==> src/rtl/packer_3way.sv <==
// Byte packer: serial bytes in, up to three bytes out per cycle to a 3-lane FIFO.
// Partial groups of 1-2 bytes are drained after a timeout or on flush.
module packer_3way #(
  parameter int DEPTH   = 8,
  parameter int TIMEOUT = 4
) (
  input  logic                     clk,
  input  logic                     reset,
  input  logic [7:0]               data_in,
  input  logic                     valid_in,
  output logic                     ready_in,
  input  logic                     flush,
  input  logic [2:0]               able_in,
  output logic [7:0]               data_out_0,
  output logic [7:0]               data_out_1,
  output logic [7:0]               data_out_2,
  output logic [2:0]               valid_out,
  output logic [$clog2(DEPTH):0]   count
);

  localparam int AW = $clog2(DEPTH);
  localparam int CW = AW + 1;
  localparam int TW = (TIMEOUT > 1) ? $clog2(TIMEOUT) : 1;

  typedef enum logic [1:0] {
    S_IDLE  = 2'd0,
    S_ACCUM = 2'd1,
    S_DRAIN = 2'd2
  } state_t;

  state_t          r_state;
  state_t          w_state_next;
  logic [7:0]      r_mem [DEPTH];
  logic [AW-1:0]   r_rd_ptr;
  logic [AW-1:0]   r_wr_ptr;
  logic [CW-1:0]   r_count;
  logic [CW-1:0]   w_count_next;
  logic [TW-1:0]   r_timer;
  logic [TW-1:0]   w_timer_next;
  logic            w_push;
  logic [1:0]      w_pop;
  logic [2:0]      w_avail;
  logic            w_partial;
  logic            w_timeout;
  logic [AW-1:0]   w_idx1;
  logic [AW-1:0]   w_idx2;

  assign count     = r_count;
  assign ready_in  = (r_count < CW'(DEPTH));
  assign w_push    = valid_in & ready_in;
  assign w_partial = (r_count == CW'(1)) || (r_count == CW'(2));
  assign w_timeout = w_partial && (r_timer == TW'(TIMEOUT - 1));

  assign w_idx1     = r_rd_ptr + AW'(1);
  assign w_idx2     = r_rd_ptr + AW'(2);
  assign data_out_0 = r_mem[r_rd_ptr];
  assign data_out_1 = r_mem[w_idx1];
  assign data_out_2 = r_mem[w_idx2];

  // Only the leading run of accepted lanes pops; a gap stops the group.
  always_comb begin
    w_avail = able_in & valid_out;
    if (w_avail[0] && w_avail[1] && w_avail[2]) begin
      w_pop = 2'd3;
    end else if (w_avail[0] && w_avail[1]) begin
      w_pop = 2'd2;
    end else if (w_avail[0]) begin
      w_pop = 2'd1;
    end else begin
      w_pop = 2'd0;
    end
  end

  assign w_count_next = r_count + CW'(w_push) - CW'(w_pop);

  // Queue storage carries no reset: stale entries are never shown as valid.
  always_ff @(posedge clk) begin
    if (w_push) begin
      r_mem[r_wr_ptr] <= data_in;
    end
  end

  always_ff @(posedge clk or negedge reset) begin
    if (!reset) begin
      r_rd_ptr <= '0;
      r_wr_ptr <= '0;
      r_count  <= '0;
      r_timer  <= '0;
      r_state  <= S_IDLE;
    end else begin
      r_rd_ptr <= r_rd_ptr + AW'(w_pop);
      r_wr_ptr <= r_wr_ptr + AW'(w_push);
      r_count  <= w_count_next;
      r_timer  <= w_timer_next;
      r_state  <= w_state_next;
    end
  end

  always_comb begin
    w_state_next = r_state;
    w_timer_next = '0;
    case (r_state)
      S_IDLE: begin
        if (w_push) begin
          w_state_next = S_ACCUM;
        end else begin
          w_state_next = S_IDLE;
        end
      end
      S_ACCUM: begin
        if (w_count_next == '0) begin
          w_state_next = S_IDLE;
        end else if (flush || w_timeout) begin
          w_state_next = S_DRAIN;
        end else begin
          w_state_next = S_ACCUM;
          if (w_partial && (w_pop == 2'd0)) begin
            w_timer_next = r_timer + TW'(1);
          end else begin
            w_timer_next = '0;
          end
        end
      end
      S_DRAIN: begin
        if (w_count_next == '0) begin
          w_state_next = S_IDLE;
        end else begin
          w_state_next = S_DRAIN;
        end
      end
      default: begin
        w_state_next = S_IDLE;
      end
    endcase
  end

  // Lane mask is always a prefix and never exceeds the held byte count.
  always_comb begin
    valid_out = 3'b000;
    case (r_state)
      S_IDLE: begin
        valid_out = 3'b000;
      end
      S_ACCUM: begin
        if (r_count >= CW'(3)) begin
          valid_out = 3'b111;
        end else begin
          valid_out = 3'b000;
        end
      end
      S_DRAIN: begin
        if (r_count >= CW'(3)) begin
          valid_out = 3'b111;
        end else if (r_count == CW'(2)) begin
          valid_out = 3'b011;
        end else if (r_count == CW'(1)) begin
          valid_out = 3'b001;
        end else begin
          valid_out = 3'b000;
        end
      end
      default: begin
        valid_out = 3'b000;
      end
    endcase
  end

endmodule

==> config.mk <==
export PLATFORM = sky130hd
export DESIGN_NAME = packer_3way
export DESIGN_NICKNAME = d
export VERILOG_FILES = /design/src/rtl/packer_3way.sv
export SDC_FILE = /design/constraint.sdc
export NUM_CORES = 1
export LEC_CHECK = 0
export BUFFER_PORTS_ARGS = -buffer_cell sky130_fd_sc_hd__buf_2
export CELL_PAD_IN_SITES_DETAIL_PLACEMENT = 1
export CELL_PAD_IN_SITES_GLOBAL_PLACEMENT = 2
export CORE_UTILIZATION = 35
export CTS_BUF_LIST = sky130_fd_sc_hd__clkbuf_8
export DETAILED_ROUTE_END_ITERATION = 8
export GPL_ROUTABILITY_DRIVEN = 0
export PLACE_DENSITY = 0.77
export SYNTH_ARGS = -nofsm -noshare
export SYNTH_HDL_FRONTEND = slang
export SYNTH_SLANG_ARGS = --single-unit
==> constraint.sdc <==
create_clock -name clk -period 3.9 [get_ports clk]
set_input_delay 0.39 -clock clk [delete_from_list [all_inputs] [get_ports clk]]
set_output_delay 0.39 -clock clk [all_outputs]
set_load 0.05 [all_outputs]
==> results by group, run 1 <==
Run status
  – Outcome: finished clean

STA
  – Max Clock Skew: 7.92 ps
  – Fmax: 0.281 GHz
  – Part of the cycle the worst path needs: 91.4%
  – Setup TNS: 0 ps
  – Min Tclk post-route: 3560 ps
  – # setup viols final: 0
  – Final Hold Viols: 0
  – Slew @ Worst Pin: 1070 ps
  – Slew margin rel.: 28.6%
  – Hold slack final: 305 ps
  – Slew Viols, Final: 0
  – RSZ-0062 raised after global routing: no

Synthesis
  – Main synth FF type: edfxtp_1
  – Post-synthesis sequential area ratio: 55.5%
  – Cells after synthesis: 238
  – Seq cells post-synth: 78
  – Syn Nets: 270
  – Yosys cell types: 31
  – Synthesized area: 0.00409 mm²
  – Syn_area_per_cell: 17.2 µm²
  – Post-synth EDFFs: 64
  – Synth async-reset ratio: 17.9%
  – Synth warn: 0

Floorplanning
  – Core ar.: 0.0114 mm²
  – Die H: 110 µm
  – Initial Util: 35.9%
  – Width of the die: 110 µm
  – Row Count: 39
  – I/O pins: 47
  – Die area: 0.0121 mm²

Clock tree
  – CTS root buf: clkbuf_8
  – Post-CTS Setup Bufs: 0
  – Clock Sinks: 78
  – H-tree depth: 3
  – Clk slew on worst S/H paths: 80 ps
  – Clock Path Buffers: 2
  – Clock latency on the worst-skew pair: 350 ps
  – Num CTS Buffers: 9
  – CTS tree: yes
  – Resized cells post-CTS: 0

Global route
  – Vias in the first global route: 2488
  – GRT Total Usage: 15.7%
  – GRT Residual Overflow: 0
  – Pin count of the biggest net entering global routing: 31
  – Initial antenna violation count: 0
  – First-pass GRT wire length: 13400 µm

Routing
  – WL/cell: 19.6 µm
  – Post-route met1 wirelength: 3810 µm
  – Max Used Layer: met4
  – Via count: 2292
  – Final WL: 8620 µm
  – TritonRoute pass-1 iters: 4
  – Via density: 5.22
  – Antenna-violating nets left: 0
  – # DRC: 0
  – DR iter-0 viols: 121
  – Met3 WL: 188 µm
  – Routed wl met2: 4480 µm

Final layout
  – Fillers: 1169
  – Layout area overhead: 14.8%
  – Layout cell share with drive strength beyond 1: 49.7%
  – Antenna fix cells: 0
  – Fin nets: 323
  – Fin area: 0.00470 mm²

Worst setup path
  – Worst path slowest cell: dfrtp_1
  – Critical-path cell list: inv_1 > ha_1 > o21ai_0 > buf_4 > o311ai_0 > and3_1 > ha_1 > inv_1 > ha_1 > inv_1 > fa_1 > xnor2_1 > nor4b_1 > mux2_2 > o41ai_1
  – Critical path class: register to register
  – Crit-path max FO: 4
  – CP Capture Type: register
  – Critical Path RT: 4140 ps
  – Crit path DAT: 3800 ps
  – CP max stage delay: 390 ps
  – Top delay family on crit path: adder cells
  – Crit path buffers/inverters: 4
  – Crit path launch type: register

Placement
  – # port buffers: 46
  – DP HPWL: 6110 µm
  – Cell Area, Placed: 0.00451 mm²

Min path
  – Hold WC Path Type: input port to register

Run
  – Max cap viols: 0
[synth_stat cells (2+ instances only)]
master	instances	area share, %
edfxtp_1	64	47
mux2_2	37	10
mux4_2	32	18
ha_1	15	4.6
dfrtp_1	14	8.6
inv_1	13	1.2
nor2_1	8	0.73
buf_2	5	0.61
xor2_1	5	1.1
a21oi_1	4	0.49
mux2_4	4	1.5
nand2_1	3	0.28
nand2b_1	3	0.46
nor3_1	3	0.37
o21ai_0	3	0.37
a21o_1	2	0.37
and3_1	2	0.31
buf_4	2	0.37
buf_6	2	0.55
clkbuf_1	2	0.18
fa_1	2	0.98
nand3_1	2	0.24
nor4_1	2	0.31
nor4b_1	2	0.43
[logic make-up after synthesis]
family                     count (synthesis)  synth area share (%)
muxes                                     73                  29.2
buffers and inverters                     24                  2.90
AOI/OAI and AO/OA                         13                  2.05
DFF                                       78                  55.5
xor gates and xnor gates                   6                  1.28
and+or+nand+nor                           27                  3.45
adders and majority gates                 17                  5.56
[metal layers]
metal  vias to the layer above  track usage (%)
li1                       1054                -
met1                      1193             19.2
met2                        37             27.2
met3                         8             2.65
met4                         0             7.33
met5                         -                0
[path summary, 6_finish.rpt]
kind / startpoint / to / slack [ps] / depth (start not counted)
max: r_state[0] / r_state[0] / 340 / 15
min: data_in[5] / r_mem[3][5] / 310 / 1
max reg2reg: r_state[0] / r_state[0] / 340 / 15
min reg2reg: r_timer[0] / r_timer[0] / 460 / 1
max in group asynchronous: reset / r_rd_ptr[0] / 3170 / 2
min in group asynchronous: reset / count[0] / 460 / 2
[through the flow]
stage	util (%)	instances	setup slack, ps
after floorplan	-	238	88.8
after global placement	39.5	422	515
after detailed placement	39.5	422	347
after CTS	41.2	439	330
after global routing	41.2	439	39.9
final	41.2	439	337
[what timing repair did]
action,CTS,global route
endpoints found under the setup margin,0,0
hold buffers,1,0
endpoints found under the hold margin,14,0
[registers in the layout, indices dropped and copies added (netlist names)]
name,cells
r_state,2
count,4
r_timer,2
r_rd_ptr,3
r_wr_ptr,3
r_mem,64
[worst reg2reg max path, stage by stage, from the launching register on]
cell      delay [ps]
dfrtp_1          390
inv_1             80
ha_1             310
o21ai_0           90
buf_4            160
o311ai_0         290
and3_1           250
ha_1             240
inv_1             70
ha_1             150
inv_1             50
fa_1             370
xnor2_1          240
nor4b_1           80
mux2_2           320
o41ai_1          360
[final cells by class]
class / count / area (µm²) / share of cell area (%)
clock inverter: 7 / 57.6 / 1.22
tap: 143 / 179 / 3.81
inverter: 13 / 52.6 / 1.12
multi-input combinational: 136 / 1730 / 36.8
timing repair buffer: 53 / 285 / 6.07
sequential: 78 / 2270 / 48.4
clock buffer: 9 / 124 / 2.64
[cells in the final DEF, fill, tap and decap left out, types with 3 or more instances in the layout]
cell type	instances
clkbuf_8	9
o21ai_0	3
mux4_2	32
mux2_4	4
nor2_1	8
xor2_1	5
ha_1	15
buf_4	6
nand2b_1	3
nand2_1	3
inv_1	14
clkinv_2	4
edfxtp_1	64
buf_2	46
dfrtp_1	12
mux2_2	37
Power of run 1 is not shown: default switching activity piles up to over one toggle a cycle in this logic, so the estimate is an artifact.
==> run 2: changes to the inputs <==
--- a/config.mk
+++ b/config.mk
@@ -5,7 +5,7 @@
 export SDC_FILE = /design/constraint.sdc
 export NUM_CORES = 1
 export LEC_CHECK = 0
-export BUFFER_PORTS_ARGS = -buffer_cell sky130_fd_sc_hd__buf_2
+export BUFFER_PORTS_ARGS = -buffer_cell sky130_fd_sc_hd__buf_4
 export CELL_PAD_IN_SITES_DETAIL_PLACEMENT = 1
 export CELL_PAD_IN_SITES_GLOBAL_PLACEMENT = 2
 export CORE_UTILIZATION = 35
==> results by group, run 2 (synthesis results as in run 1) <==
Run status
  – Outcome: finished clean

Routing
  – TritonRoute pass-1 iters: 4
  – Via count: 2308
  – Final WL: 8820 µm
  – # DRC: 0
  – Via density: 5.26
  – Antenna-violating nets left: 0
  – WL/cell: 20.1 µm
  – DR iter-0 viols: 82

Worst setup path
  – Crit path launch type: register
  – Critical path class: register to register
  – Crit-path max FO: 6
  – Critical Path RT: 4150 ps
  – Crit path DAT: 3740 ps
  – CP Capture Type: register

Final layout
  – Most common cell after layout, fill and taps aside: edfxtp_1
  – Antenna fix cells: 0
  – Layout area overhead: 19.6%
  – Most frequent cells in the layout: 64 x edfxtp_1, 52 x buf_4, 37 x mux2_2
  – Largest Register: r_mem
  – Fillers: 1154
  – Max FFs per register: 64
  – Layout cell share with drive strength beyond 1: 50.0%
  – Fin nets: 323

Clock tree
  – Cts hold-fix bufs: 1
  – Resized cells post-CTS: 0
  – Clock Sinks: 78
  – Clock latency on the worst-skew pair: 360 ps
  – Clock Path Buffers: 2
  – Clk slew on worst S/H paths: 80 ps
  – CTS root buf: clkbuf_8
  – Post-CTS Setup Bufs: 0
  – H-tree depth: 3
  – CTS tree: yes
  – Num CTS Buffers: 9

Floorplanning
  – Core ar.: 0.0114 mm²
  – Width of the die: 110 µm
  – Die area: 0.0121 mm²
  – I/O pins: 47
  – Initial Util: 35.9%
  – Row Count: 39
  – Die H: 110 µm

Placement
  – # port buffers: 46
  – DP HPWL: 6010 µm
  – Worst slack at placement: 428 ps

Global route
  – Initial antenna violation count: 0
  – GRT Residual Overflow: 0
  – Pin count of the biggest net entering global routing: 50
  – First-pass GRT wire length: 13300 µm
  – GRT Total Usage: 15.7%
  – Vias in the first global route: 2420

STA
  – Slew @ Worst Pin: 1050 ps
  – Slew margin rel.: 29.7%
  – Part of the cycle the worst path needs: 89.4%
  – Setup TNS: 0 ps
  – Fmax: 0.287 GHz
  – Max Clock Skew: 5.94 ps
  – RSZ-0062 raised after global routing: no
  – Final Hold Viols: 0
  – Min Tclk post-route: 3490 ps
  – Setup ws final: 413 ps
  – # setup viols final: 0
  – Slew Viols, Final: 0

Min path
  – Hold WC Path Type: input port to register

Run
  – Max cap viols: 0
==> run 2: cell types whose count changed in the layout (fill, tap and decap cells not counted), sizes merged <==
cell      change
bufinv        +3
clkinv        -2
inv           -2
clkinvlp      +1
==> run 2: final timing paths <==
| check | start | end | slack, ps | cells past startpoint |
|---|---|---|---|---|
| setup reg to reg | r_state[0] | r_timer[1] | 410 | 15 |
| setup / recovery | r_state[0] | r_timer[1] | 410 | 15 |
| min in group asynchronous | reset | count[3] | 420 | 2 |
| hold / removal | data_in[6] | r_mem[2][6] | 260 | 1 |
| max in group asynchronous | reset | r_rd_ptr[0] | 3300 | 2 |
| hold reg to reg | r_timer[0] | r_timer[0] | 450 | 1 |
==> run 2: stage by stage <==
| step | util, % | area, µm² | hold slack, ps | instances |
|---|---|---|---|---|
| 6_report | 42.9 | 4890 | 264 | 439 |
| 5_1_grt | 42.9 | 4890 | 252 | 439 |
| 4_1_cts | 42.9 | 4890 | 252 | 439 |
| 3_5_place_dp | 40.5 | 4620 | 255 | 422 |
| 3_3_place_gp | 40.5 | 4620 | 255 | 422 |
| 2_1_floorplan | - | 4110 | 94.4 | 238 |
==> run 2: critical path, cell delays in order, from the launching register on <==
cell and delay (ps):
dfrtp_1 420, inv_1 90, ha_1 250, o21ai_0 100
buf_4 160, o311ai_0 300, and3_1 250, ha_1 240
inv_1 60, ha_1 150, inv_1 50, fa_1 370
xnor2_1 240, nor4b_1 80, mux2_2 310, nor4_1 320
==> run 2: final cells by class <==
class / instances / area [µm²] / share of cell area [%]
Inverter: 13 / 52.6 / 1.07
Clock buffer: 9 / 124 / 2.53
Clock inverter: 7 / 136 / 2.79
Tap cell: 143 / 179 / 3.66
Timing Repair Buffer: 53 / 400 / 8.18
Multi-Input combinational cell: 136 / 1730 / 35.3
Sequential cell: 78 / 2270 / 46.5
==> run 2: routing by layer <==
metal  global-route usage [%]  wire length (µm)
met1                     20.7              4020
met2                     25.0              4430
met3                     3.35               220
met4                     6.95               150
met5                        0                 0
Power of run 2 is left out for the same reason.
